[src/rtl/decode_stage.sv]
// RV32I decode stage for ALU-class instructions (OP, OP-IMM, LUI, AUIPC).
// One registered entry behind a valid/ready handshake; anything else is flagged illegal.
module decode_stage (
  input  logic        clk,
  input  logic        rst_n,
  input  logic        in_valid,
  output logic        in_ready,
  input  logic [31:0] in_inst,
  input  logic [31:0] in_pc,
  input  logic        flush,
  output logic        out_valid,
  input  logic        out_ready,
  output logic [31:0] out_pc,
  output logic [3:0]  alu_ctrl,
  output logic [4:0]  rs1_addr,
  output logic [4:0]  rs2_addr,
  output logic [4:0]  rd_addr,
  output logic [31:0] imm,
  output logic        sel_imm,
  output logic        sel_pc,
  output logic        reg_we,
  output logic        illegal
);

  typedef enum logic [3:0] {
    ALU_ADD  = 4'd0,
    ALU_SUB  = 4'd1,
    ALU_SLL  = 4'd2,
    ALU_SLT  = 4'd3,
    ALU_SLTU = 4'd4,
    ALU_XOR  = 4'd5,
    ALU_SRL  = 4'd6,
    ALU_SRA  = 4'd7,
    ALU_OR   = 4'd8,
    ALU_AND  = 4'd9,
    ALU_LUI  = 4'd10
  } alu_op_e;

  // All supported opcodes end in 2'b11, so matching the full opcode also
  // rejects compressed/non-32-bit encodings.
  localparam logic [6:0] OPC_OP     = 7'b0110011;
  localparam logic [6:0] OPC_OP_IMM = 7'b0010011;
  localparam logic [6:0] OPC_LUI    = 7'b0110111;
  localparam logic [6:0] OPC_AUIPC  = 7'b0010111;
  localparam logic [6:0] F7_BASE    = 7'b0000000;
  localparam logic [6:0] F7_ALT     = 7'b0100000;

  logic [6:0]  opcode;
  logic [6:0]  funct7;
  logic [2:0]  funct3;
  logic [31:0] imm_i;
  logic [31:0] imm_u;
  logic [31:0] imm_sh;
  logic        funct7_base;
  logic        funct7_pair;

  alu_op_e     dec_alu;
  logic [31:0] dec_imm;
  logic        dec_sel_imm;
  logic        dec_sel_pc;
  logic        dec_illegal;
  logic        dec_reg_we;
  logic        transfer;

  assign opcode      = in_inst[6:0];
  assign funct3      = in_inst[14:12];
  assign funct7      = in_inst[31:25];
  assign funct7_base = (funct7 == F7_BASE);
  assign funct7_pair = (funct7 == F7_BASE) || (funct7 == F7_ALT);

  // Shift amounts are zero-extended so funct7 bit 30 never reaches the ALU.
  assign imm_i  = {{20{in_inst[31]}}, in_inst[31:20]};
  assign imm_u  = {in_inst[31:12], 12'd0};
  assign imm_sh = {27'd0, in_inst[24:20]};

  always_comb begin
    dec_alu     = ALU_ADD;
    dec_imm     = '0;
    dec_sel_imm = 1'b0;
    dec_sel_pc  = 1'b0;
    dec_illegal = 1'b1;

    case (opcode)
      OPC_OP: begin
        dec_illegal = !funct7_base;
        case (funct3)
          3'b000: begin
            dec_alu     = (funct7 == F7_ALT) ? ALU_SUB : ALU_ADD;
            dec_illegal = !funct7_pair;
          end
          3'b001: dec_alu = ALU_SLL;
          3'b010: dec_alu = ALU_SLT;
          3'b011: dec_alu = ALU_SLTU;
          3'b100: dec_alu = ALU_XOR;
          3'b101: begin
            dec_alu     = (funct7 == F7_ALT) ? ALU_SRA : ALU_SRL;
            dec_illegal = !funct7_pair;
          end
          3'b110: dec_alu = ALU_OR;
          default: dec_alu = ALU_AND;
        endcase
      end

      OPC_OP_IMM: begin
        dec_sel_imm = 1'b1;
        dec_imm     = imm_i;
        dec_illegal = 1'b0;
        case (funct3)
          3'b000: dec_alu = ALU_ADD;
          3'b001: begin
            dec_alu     = ALU_SLL;
            dec_imm     = imm_sh;
            dec_illegal = !funct7_base;
          end
          3'b010: dec_alu = ALU_SLT;
          3'b011: dec_alu = ALU_SLTU;
          3'b100: dec_alu = ALU_XOR;
          3'b101: begin
            dec_alu     = (funct7 == F7_ALT) ? ALU_SRA : ALU_SRL;
            dec_imm     = imm_sh;
            dec_illegal = !funct7_pair;
          end
          3'b110: dec_alu = ALU_OR;
          default: dec_alu = ALU_AND;
        endcase
      end

      OPC_LUI: begin
        dec_alu     = ALU_LUI;
        dec_sel_imm = 1'b1;
        dec_imm     = imm_u;
        dec_illegal = 1'b0;
      end

      OPC_AUIPC: begin
        dec_alu     = ALU_ADD;
        dec_sel_imm = 1'b1;
        dec_sel_pc  = 1'b1;
        dec_imm     = imm_u;
        dec_illegal = 1'b0;
      end

      default: ;
    endcase

    // Illegal entries present a harmless ADD with no immediate and no writeback.
    if (dec_illegal) begin
      dec_alu     = ALU_ADD;
      dec_imm     = '0;
      dec_sel_imm = 1'b0;
      dec_sel_pc  = 1'b0;
    end
  end

  assign dec_reg_we = !dec_illegal && (in_inst[11:7] != 5'd0);
  assign in_ready   = !flush && (!out_valid || out_ready);
  assign transfer   = in_valid && in_ready;

  // Flush beats a transfer; data fields may go stale once out_valid drops.
  always_ff @(posedge clk) begin
    if (!rst_n) begin
      out_valid <= 1'b0;
      out_pc    <= '0;
      alu_ctrl  <= ALU_ADD;
      rs1_addr  <= '0;
      rs2_addr  <= '0;
      rd_addr   <= '0;
      imm       <= '0;
      sel_imm   <= 1'b0;
      sel_pc    <= 1'b0;
      reg_we    <= 1'b0;
      illegal   <= 1'b0;
    end else if (flush) begin
      out_valid <= 1'b0;
    end else if (transfer) begin
      out_valid <= 1'b1;
      out_pc    <= in_pc;
      alu_ctrl  <= dec_alu;
      rs1_addr  <= in_inst[19:15];
      rs2_addr  <= in_inst[24:20];
      rd_addr   <= in_inst[11:7];
      imm       <= dec_imm;
      sel_imm   <= dec_sel_imm;
      sel_pc    <= dec_sel_pc;
      reg_we    <= dec_reg_we;
      illegal   <= dec_illegal;
    end else if (out_ready) begin
      out_valid <= 1'b0;
    end
  end

endmodule

[config.mk]
export PLATFORM = sky130hd
export DESIGN_NAME = decode_stage
export DESIGN_NICKNAME = d
export VERILOG_FILES = /design/src/rtl/decode_stage.sv
export SDC_FILE = /design/constraint.sdc
export NUM_CORES = 1
export LEC_CHECK = 0
export ABC_CLOCK_PERIOD_IN_PS = 2200
export CAP_MARGIN = 15
export CORE_MARGIN = 2
export CORE_UTILIZATION = 41
export DETAILED_ROUTE_END_ITERATION = 10
export GPL_TIMING_DRIVEN = 1
export HOLD_SLACK_MARGIN = 0.02
export PLACE_DENSITY = 0.81
export SLEW_MARGIN = 20
export SYNTH_ARGS = -nofsm -noshare
export SYNTH_HDL_FRONTEND = slang
export SYNTH_SLANG_ARGS = --single-unit
[constraint.sdc]
create_clock -name clk -period 2.2 [get_ports clk]
set_input_delay 0.33 -clock clk [delete_from_list [all_inputs] [get_ports clk]]
set_output_delay 0.33 -clock clk [all_outputs]
set_load 0.01 [all_outputs]
==> results.cfg, run 1 <==
[outcome]
run_status = finished clean

[synthesis]
ys_warn_count = 0
yosys-top-cells-area = sky130_fd_sc_hd__dfxtp_1 53%, sky130_fd_sc_hd__nand2_1 14%, sky130_fd_sc_hd__a21oi_1 8.9%
synth_seq_cells = 88
ys_async_sr_fraction_pct = 0
netlist.area_leader.share_pct = 53.3
synth_commonest_cells = 125 x sky130_fd_sc_hd__nand2_1, 88 x sky130_fd_sc_hd__dfxtp_1, 59 x sky130_fd_sc_hd__a21oi_1
synthFlopType = sky130_fd_sc_hd__dfxtp_1
synth_cell_types = 32
post-synth-top-area-cell = sky130_fd_sc_hd__dfxtp_1
synthMostInstantiatedCell = sky130_fd_sc_hd__nand2_1
post_synth_inst_count = 402
synth.cell_area_mm2 = 0.00331
yosysSeqAreaShare_pct = 53.3
edff_count_synth = 0
syn-num-nets = 471
synth_area_per_cell_um2 = 8.22

[clock_network]
cts_buffers = 9
postCtsSetupBuffers = 0
post_cts_resize_count = 0
tritoncts = done
cts.sinks = 88
clkTransAtPathRegs_ns = 0.09
clock_tree.buffer_depth = 2
cts_htree_levels = 3
worst_skew_pair.late_latency_ns = 0.35
holdBufCountCts = 0
cts_root_buf = sky130_fd_sc_hd__clkbuf_8

[final_layout]
layout.core_utilization_pct = 68.4
syn2layout_area_growth_pct = 60.8
finish.net_count = 630
drive_above_1_share_pct = 8.50
antenna_cells = 0

[worst_setup_path]
cp_max_fo = 5
critPathBufInv = 1
worst-endpoint-arrival_ns = 2.14
cp_top_family = simple AND/OR/NAND/NOR gates
worstSetupEndpointType = flop
timing.critical_path.slowest_cell_delay_ns = 0.55
startpoint = in_inst[25]
startpoint_type = primary input
worstPathCellList = clkdlybuf4s50_1, or4_4, nor3_4, o221ai_2, nor3_4, a22o_1
timing.critical_path.mode_cell = sky130_fd_sc_hd__nor3_4
critPathRequiredTime_ns = 2.50
cpMaxStageDelayCell = sky130_fd_sc_hd__or4_4
critPathKind = primary input to flop
critical_path.reg2reg.startpoint = out_valid$_SDFFE_PP0P_

[timing]
slew_headroom_pct = 71.6
fin_crit_ns = 1.85
endpoints_failing_setup = 0
layout_setup_ws_ns = 0.354
worst-slew-pin-transition_ns = 0.425
report.final.hold_viol_count = 0
finClkSkew_ns = 0.0104
rsz_0062_raised_after_global_routing = false
report.final.slew_viol_count = 0
achievable-frequency_mhz = 542
fin_hold_ws_ns = 0.457
post-route-period-util_pct = 83.9

[grt]
grt_pass1_wl_um = 15700
grt_max_degree = 44
grt_remaining_overflow = 0
grt_antenna_before_repair = 0
grt_pass1_vias = 3347
grt_util_all_layers_pct = 22.4

[drt]
ant_nets = 0
routed-via-count = 3426
route.detailed.drc = 0
route.detailed.wl_per_inst_um = 14.9
viasPerCell = 5.14
total_wirelength_of_the_detailed_routed_design_um = 9910
dr.pass1.iters = 4
detail_route.iter0.violations = 135

[floorplan]
design.core.area_mm2 = 0.00777
die_w_um = 93.8
die_y_um = 93.8
die-area_mm2 = 0.00880
rows = 32
design.portCount = 158
initial_core_util_pct = 42.6

[placed_design]
preCtsSetupSlack_ns = -0.0347
gpl.final_weighted_congestion = 0.876
io_buffer_count = 157
sum_of_net_half_perimeters_after_detailed_placement_um = 7320

[worst_hold_path]
hp-class = flop to flop
worstHoldStart = out_pc[10]$_SDFFE_PN0P_

[flow_run]
max_cap_violations = 0

[pwr]
leakage_nw = 1.92
pwr_density_cell_mw_per_mm2 = 642
p_total_w = 0.00341
vdd_ir_drop_max_mv = 0.351
==> worst register-to-register path, stage by stage (launching register included) <==
cell and delay (ns):
sky130_fd_sc_hd__dfxtp_1 0.33, sky130_fd_sc_hd__nand2b_1 0.10, sky130_fd_sc_hd__and3_2 0.37, sky130_fd_sc_hd__nand3_1 0.23
sky130_fd_sc_hd__nor3_4 0.24, sky130_fd_sc_hd__a22o_1 0.17
==> kinds of logic after synthesis <==
family | count (synthesis) | share of synthesized area, %
DFF | 88 | 53.3
and+or+nand+nor | 172 | 22.4
AOI/OAI and AO/OA | 107 | 20.1
muxes | 1 | 0.303
buffers and inverters | 34 | 3.94
==> cell usage in the layout, fill, tap and decap left out, types with 2 or more instances in the layout <==
cell / instances
sky130_fd_sc_hd__nor3_1: 4
sky130_fd_sc_hd__a31oi_1: 11
sky130_fd_sc_hd__nor2b_1: 2
sky130_fd_sc_hd__nor3_4: 2
sky130_fd_sc_hd__nand3_1: 15
sky130_fd_sc_hd__a21oi_1: 59
sky130_fd_sc_hd__o21ai_0: 11
sky130_fd_sc_hd__and3_1: 2
sky130_fd_sc_hd__clkbuf_8: 11
sky130_fd_sc_hd__a22o_1: 12
sky130_fd_sc_hd__buf_12: 2
sky130_fd_sc_hd__inv_1: 2
sky130_fd_sc_hd__clkinv_4: 2
sky130_fd_sc_hd__nor2_1: 11
sky130_fd_sc_hd__nand2_1: 125
sky130_fd_sc_hd__bufinv_16: 2
sky130_fd_sc_hd__o2111ai_1: 2
sky130_fd_sc_hd__a21boi_0: 2
sky130_fd_sc_hd__o21bai_1: 2
sky130_fd_sc_hd__o41ai_2: 2
sky130_fd_sc_hd__a32o_1: 2
sky130_fd_sc_hd__clkdlybuf4s50_1: 157
sky130_fd_sc_hd__buf_4: 20
sky130_fd_sc_hd__nand2b_1: 3
sky130_fd_sc_hd__dfxtp_1: 88
==> registers in the layout, summed over array words and instances, names as in the netlist <==
signal and cells:
reg_we 1, alu_ctrl 4, out_valid 1, rs1_addr 5
out_pc 32, rs2_addr 5, sel_imm 1, sel_pc 1
rd_addr 5, imm 32, illegal 1
==> stage by stage <==
step	std cells	cell area, µm²	setup TNS [ns]
global placement	652	5090	0
finish	667	5320	0
CTS	667	5320	0
detailed placement	652	5090	-0.108
floorplan	402	3310	0
global route	667	5320	0
==> path summary, 6_finish.rpt <==
path                             end  slack (ns)  cells after the start
max reg2reg      imm[1]$_SDFFE_PN0P_        0.72                      5
min reg2reg  out_pc[10]$_SDFFE_PN0P_        0.46                      2
max              imm[1]$_SDFFE_PN0P_        0.35                      6
min          out_pc[10]$_SDFFE_PN0P_        0.46                      2
==> power by group <==
part	leakage (nW)	internal [W]	switching, W
Combinational	1.09	0.000265	0.000218
Clock	0.116	0.000700	0.000557
Sequential	0.716	0.00164	0.0000265
==> metal layers <==
| layer | track usage, % | part of all wire (%) | up-vias |
|---|---|---|---|
| met5 | 0 | 0 | - |
| met4 | 8.94 | 2.6 | 0 |
| met3 | 7.70 | 8.6 | 20 |
| met2 | 38.1 | 48 | 126 |
| met1 | 25.8 | 41 | 1597 |
| li1 | - | - | 1683 |
==> final cells by class <==
cell class / count / area (µm²)
inverter: 3 / 11.3
sequential: 88 / 1760
clock inverter: 4 / 77.6
clock buffer: 11 / 151
multi-input combinational: 280 / 1430
timing repair buffer: 179 / 1760
tap: 102 / 128
fill: 651 / 2450
Power figures use the tool's default switching activity.
==> inputs of run 2 (changes only) <==
--- a/config.mk
+++ b/config.mk
@@ -5,14 +5,14 @@
 export SDC_FILE = /design/constraint.sdc
 export NUM_CORES = 1
 export LEC_CHECK = 0
-export ABC_CLOCK_PERIOD_IN_PS = 2200
+export ABC_CLOCK_PERIOD_IN_PS = 1500
 export CAP_MARGIN = 15
 export CORE_MARGIN = 2
-export CORE_UTILIZATION = 41
+export CORE_UTILIZATION = 37
 export DETAILED_ROUTE_END_ITERATION = 10
 export GPL_TIMING_DRIVEN = 1
 export HOLD_SLACK_MARGIN = 0.02
-export PLACE_DENSITY = 0.81
+export PLACE_DENSITY = 0.77
 export SLEW_MARGIN = 20
 export SYNTH_ARGS = -nofsm -noshare
 export SYNTH_HDL_FRONTEND = slang
==> constraint.sdc (replaced) <==
create_clock -name clk -period 1.5 [get_ports clk]
set_input_delay 0.225 -clock clk [delete_from_list [all_inputs] [get_ports clk]]
set_output_delay 0.225 -clock clk [all_outputs]
set_load 0.01 [all_outputs]
==> results.cfg, run 2 (synthesis results as in run 1) <==
[clock_network]
cts_htree_levels = 3
cts_buffers = 9
clock_tree.buffer_depth = 2
cts_root_buf = sky130_fd_sc_hd__clkbuf_8
holdBufCountCts = 0
tritoncts = done
clkTransAtPathRegs_ns = 0.09
cts.sinks = 88
worst_skew_pair.late_latency_ns = 0.35

[grt]
grt_remaining_overflow = 0
grt_util_all_layers_pct = 19.7
grt_pass1_wl_um = 15700
grt_pass1_vias = 3271
grt_antenna_before_repair = 0
grt_max_degree = 51

[floorplan]
design.core.area_mm2 = 0.00868
die-area_mm2 = 0.00971
design.portCount = 158
die_w_um = 98.5
initial_core_util_pct = 38.1
rows = 34
die_y_um = 98.5

[worst_setup_path]
critical_path.reg2reg.startpoint = out_valid$_SDFFE_PP0P_
timing.critical_path.slowest_cell_delay_ns = 0.50
worstPathCellList = clkdlybuf4s15_1, or4_4, nor3_4, o221ai_4, nor3_4, a22o_1
critPathRequiredTime_ns = 1.79
cp_top_family = simple AND/OR/NAND/NOR gates
startpoint_type = primary input
critPathBufInv = 1
timing.critical_path.depth = 6
cp_max_fo = 5
r2r_cells = 6
critPathKind = primary input to flop
cpMaxStageDelayCell = sky130_fd_sc_hd__or4_4
timing.rr.end = out_pc[7]$_SDFFE_PN0P_
worstSetupEndpointType = flop
flop2flop_setup_slack_ns = 0.15
worst-endpoint-arrival_ns = 1.78
timing.critical_path.mode_cell = sky130_fd_sc_hd__nor3_4

[drt]
route.detailed.drc = 0
route.detailed.wl_per_inst_um = 14.9
total_wirelength_of_the_detailed_routed_design_um = 10400
detail_route.iter0.violations = 105
dr.pass1.iters = 4
viasPerCell = 4.98
ant_nets = 0
routed-via-count = 3474

[timing]
endpoints_failing_setup = 0
post-route-period-util_pct = 98.9
achievable-frequency_mhz = 674
worst-slew-pin-transition_ns = 0.311
slew_headroom_pct = 79.3
report.final.slew_viol_count = 0
fin_crit_ns = 1.48
total_negative_setup_slacks_ns = 0
finClkSkew_ns = 0.00546
report.final.hold_viol_count = 0
rsz_0062_raised_after_global_routing = true
fin_hold_ws_ns = 0.200

[final_layout]
most-common-layout-cells = 125 x sky130_fd_sc_hd__nand2_1, 100 x sky130_fd_sc_hd__clkdlybuf4s50_1, 88 x sky130_fd_sc_hd__dfxtp_1
finish.net_count = 655
syn2layout_area_growth_pct = 71.0
layout.core_utilization_pct = 65.1
final_cell_count_no_fill = 698
layout_commonest_cell = sky130_fd_sc_hd__nand2_1
fillCellCount = 708
antenna_cells = 0
top_regs = imm (32), out_pc (32)
drive_above_1_share_pct = 14.2

[worst_hold_path]
hold_path_end = imm[7]$_SDFFE_PN0P_
worstHoldStart = in_inst[27]
worstHoldPathCells = 3
hp-class = primary input to flop

[pwr]
vdd_ir_drop_max_mv = 0.377
p_total_w = 0.00479
pwr_density_cell_mw_per_mm2 = 847
leakage_nw = 2.89

[placed_design]
io_buffer_count = 157
gpl.final_weighted_congestion = 0.799
sum_of_net_half_perimeters_after_detailed_placement_um = 7520
place_inst = 680

[outcome]
run_status = finished clean

[flow_run]
max_cap_violations = 0
-- run 2: worst max path at each step --
stage	start	endpoint	slack [ns]
after global placement	in_inst[25]	imm[4]$_SDFFE_PN0P_	-0.56
after global routing	in_inst[28]	imm[0]$_SDFFE_PN0P_	-0.04
after CTS	imm[23]$_SDFFE_PN0P_	imm[23]	0.0003
after floorplan	in_inst[25]	alu_ctrl[2]$_SDFFE_PN0P_	-0.04
final	in_inst[28]	imm[0]$_SDFFE_PN0P_	0.02
after detailed placement	in_inst[25]	imm[0]$_SDFFE_PN0P_	-0.66
-- run 2: layout make-up --
type / count / area (µm²) / share of cell area (%)
clock inverter: 5 / 58.8 / 1.04
multi-input combinational: 280 / 1480 / 26.2
sequential: 88 / 1760 / 31.2
tap: 108 / 135 / 2.39
clock buffer: 10 / 128 / 2.26
timing repair buffer: 204 / 2080 / 36.7
inverter: 3 / 11.3 / 0.199
-- run 2: tightest hold or removal path, stage by stage --
cell and delay (ns):
sky130_fd_sc_hd__buf_2 0.09, sky130_fd_sc_hd__buf_4 0.10, sky130_fd_sc_hd__a22o_1 0.11
-- run 2: report_power, final --
part	total, W	internal, W	switching (W)	leakage, nW
combinational	0.000750	0.000416	0.000334	2.08
clock	0.00159	0.000762	0.000828	0.0883
sequential	0.00245	0.00241	0.0000372	0.716
total	0.00479	0.00359	0.00120	2.89
-- run 2: timing repair --
item,CTS,global route
hold endpoints to repair,0,0
gates resized for setup,19,62
endpoints found under the setup margin,22,76
setup buffers,1,1
pin swaps,6,7
cloned,0,1
-- run 2: per-stage QoR --
stage	instance area, µm²	setup WS [ns]
2_1_floorplan	3310	-0.0440
3_3_place_gp	5270	-0.561
3_5_place_dp	5270	-0.664
4_1_cts	5470	0.000258
5_1_grt	5650	-0.0385
6_report	5650	0.0172
-- run 2: routing by layer --
metal | wire (µm) | GRT usage [%]
met1 | 4350 | 24.3
met3 | 645 | 5.32
met5 | 0 | 0
met4 | 124 | 6.11
met2 | 5300 | 33.8
==> RTL edit: new RTL, config.mk and constraints of run 2 <==
Make the reset (`rst_n`) asynchronous in one clocked block.
--- a/src/rtl/decode_stage.sv
+++ b/src/rtl/decode_stage.sv
@@ -157,7 +157,7 @@
   assign transfer   = in_valid && in_ready;
 
   // Flush beats a transfer; data fields may go stale once out_valid drops.
-  always_ff @(posedge clk) begin
+  always_ff @(posedge clk or negedge rst_n) begin
     if (!rst_n) begin
       out_valid <= 1'b0;
       out_pc    <= '0;
Formal check against the unedited RTL: differs if rst_n is asserted again (counterexample within 4 cycles, from zero or initial values and one cycle with rst_n low); with rst_n held inactive, the same outputs for 4 cycles.
==> RTL edit against run 2 <==
  * Synthesized area grew 7.6%
  * Clock skew rose by 4.3 ps
  * Via count down 4.7%
  * Sequential cell count unchanged
  * Total power grew 15%
  * Cell area is 5.8% higher
  * Utilization fell by 0.72 points
  * Clock power grew 8%
  * Setup slack better by 4.4 ps
  * Final cell count is 2.7% lower
  * Register-to-register slack worse by 90 ps
  * Wire length is 1.5% higher
  * Hold slack gained 73 ps
  * Count of clock-buffer cells in the layout shrank 1
==> RTL edit: results (changes against run 2) <==
Outcome
  • Status: complete, no violations

Logic synthesis
  • Synthesized net count: 425 (-9.8%)
  • Post-synthesis sequential area ratio: 61.9% (+8.6 points)
  • Post-synthesis mux area share: 0.563% (+0.26 points)
  • Synth Area in Compound Gates: 10.4% (-9.6 points)
  • Synth async-reset ratio: 100% (+100 points)
  • Syn avg cell area: 10.0 um2 (+22%)
  • Count of different cell masters after synthesis: 36 (+13%)

Global routing
  • Met3 Resource Use GR: 3.90% (-1.4 points)
  • Global-route wire length before repair: 16100 um (+2.3%)
  • Tot GR Track Use: 19.7% (about the same)

Worst setup path
  • R2r endpoint: imm[14]
  • Reg2reg path depth: 5 (-1)
  • Worst r2r src: out_valid

Clocking
  • Post-CTS Setup Repair Bufs: 0 (-1)

Drt
  • DRT met1 WL: 4440 um (+2.2%)
  • Met3 WL: 564 um (-13%)
  • Post-DR wirelength/cell: 15.6 um (+4.3%)
  • Final WL: 10600 um (+1.5%)
  • WL met2: 5370 um (+1.2%)
  • Via count: 3309 (-4.7%)
  • Initial DRC Count: 91 (-13%)

STA
  • Slew HR: 71.8% (-7.5 points)
  • Clock Skew: 9.75 ps (+4.29 ps)

Final layout
  • Number of fill cells in the layout: 769 (+8.6%)

Pwr
  • VDD IR max: 522 uV (+39%)
  • Internal power: 3.99 mW (+11%)
  • P_leak: 3.57 nW (+24%)

Placement
  • Post-DP Area: 5590 um2 (+6.0%)
  • Place WS: -473 ps (+191 ps)

Worst hold path
  • Min-delay src: in_inst[25]
==> RTL edit: changes by cell type in the layout (fill, tap and decap cells not counted), sizes merged, moves of 5 or more <==
cell           delta
a21oi            -56
a221o            +14
a22o             -11
a31oi            -11
a32o              +9
buf               -5
clkdlybuf4s50    -38
dfrtp            +88
dfxtp            -88
dlygate4sd2      +38
inv               +6
nand2            +32
nand3             -9
nand3b            +5
==> RTL edit: critical path, stage by stage <==
cell	delay [ps]
clkdlybuf4s50_1	500
inv_1	80
o311a_4	370
or2_4	280
a32o_1	260
==> RTL edit: worst max-delay path by stage <==
stage                           start       end  slack, ps  cells past startpoint
after floorplan             out_valid   imm[22]        -70                      7
after global placement     in_inst[0]   imm[23]       -420                      6
after detailed placement  in_inst[25]    reg_we       -470                      7
after CTS                   out_valid  in_ready         -7                      3
after global routing        out_valid   imm[30]        -20                      5
final                     in_inst[30]    imm[2]         20                      5
==> RTL edit: area by class of cell <==
cell class                 instances  area share, %
clock buffer                       9           2.07
multi-input combinational        240           21.7
sequential                        88           36.8
tap                              129           2.70
clock inverter                     7           1.44
timing repair buffer             202           35.0
inverter                           4          0.251
==> RTL edit: timing repair <==
| action | in CTS | in global routing |
|---|---|---|
| pin swaps | 5 | 5 |
| setup endpoints to repair | 72 | 99 |
| gates resized for setup | 56 | 62 |
| cloned | 1 | 1 |
| hold endpoints to repair | 26 | 0 |
| hold buffers | 1 | 0 |
==> RTL edit: per-stage QoR <==
step	util (%)	hold WS, ps
after global routing	64.4	255
after detailed placement	60.2	185
after global placement	60.2	187
final	64.4	273
after CTS	62.4	353
after floorplan	-	-70.6
==> RTL edit: cells by family (layout without fill, tap and decap cells) <==
group	count (synthesis)	count (layout)
compound gates	44	44
mux	2	2
simple gates	194	194
flops	88	88
buf+inv	28	222
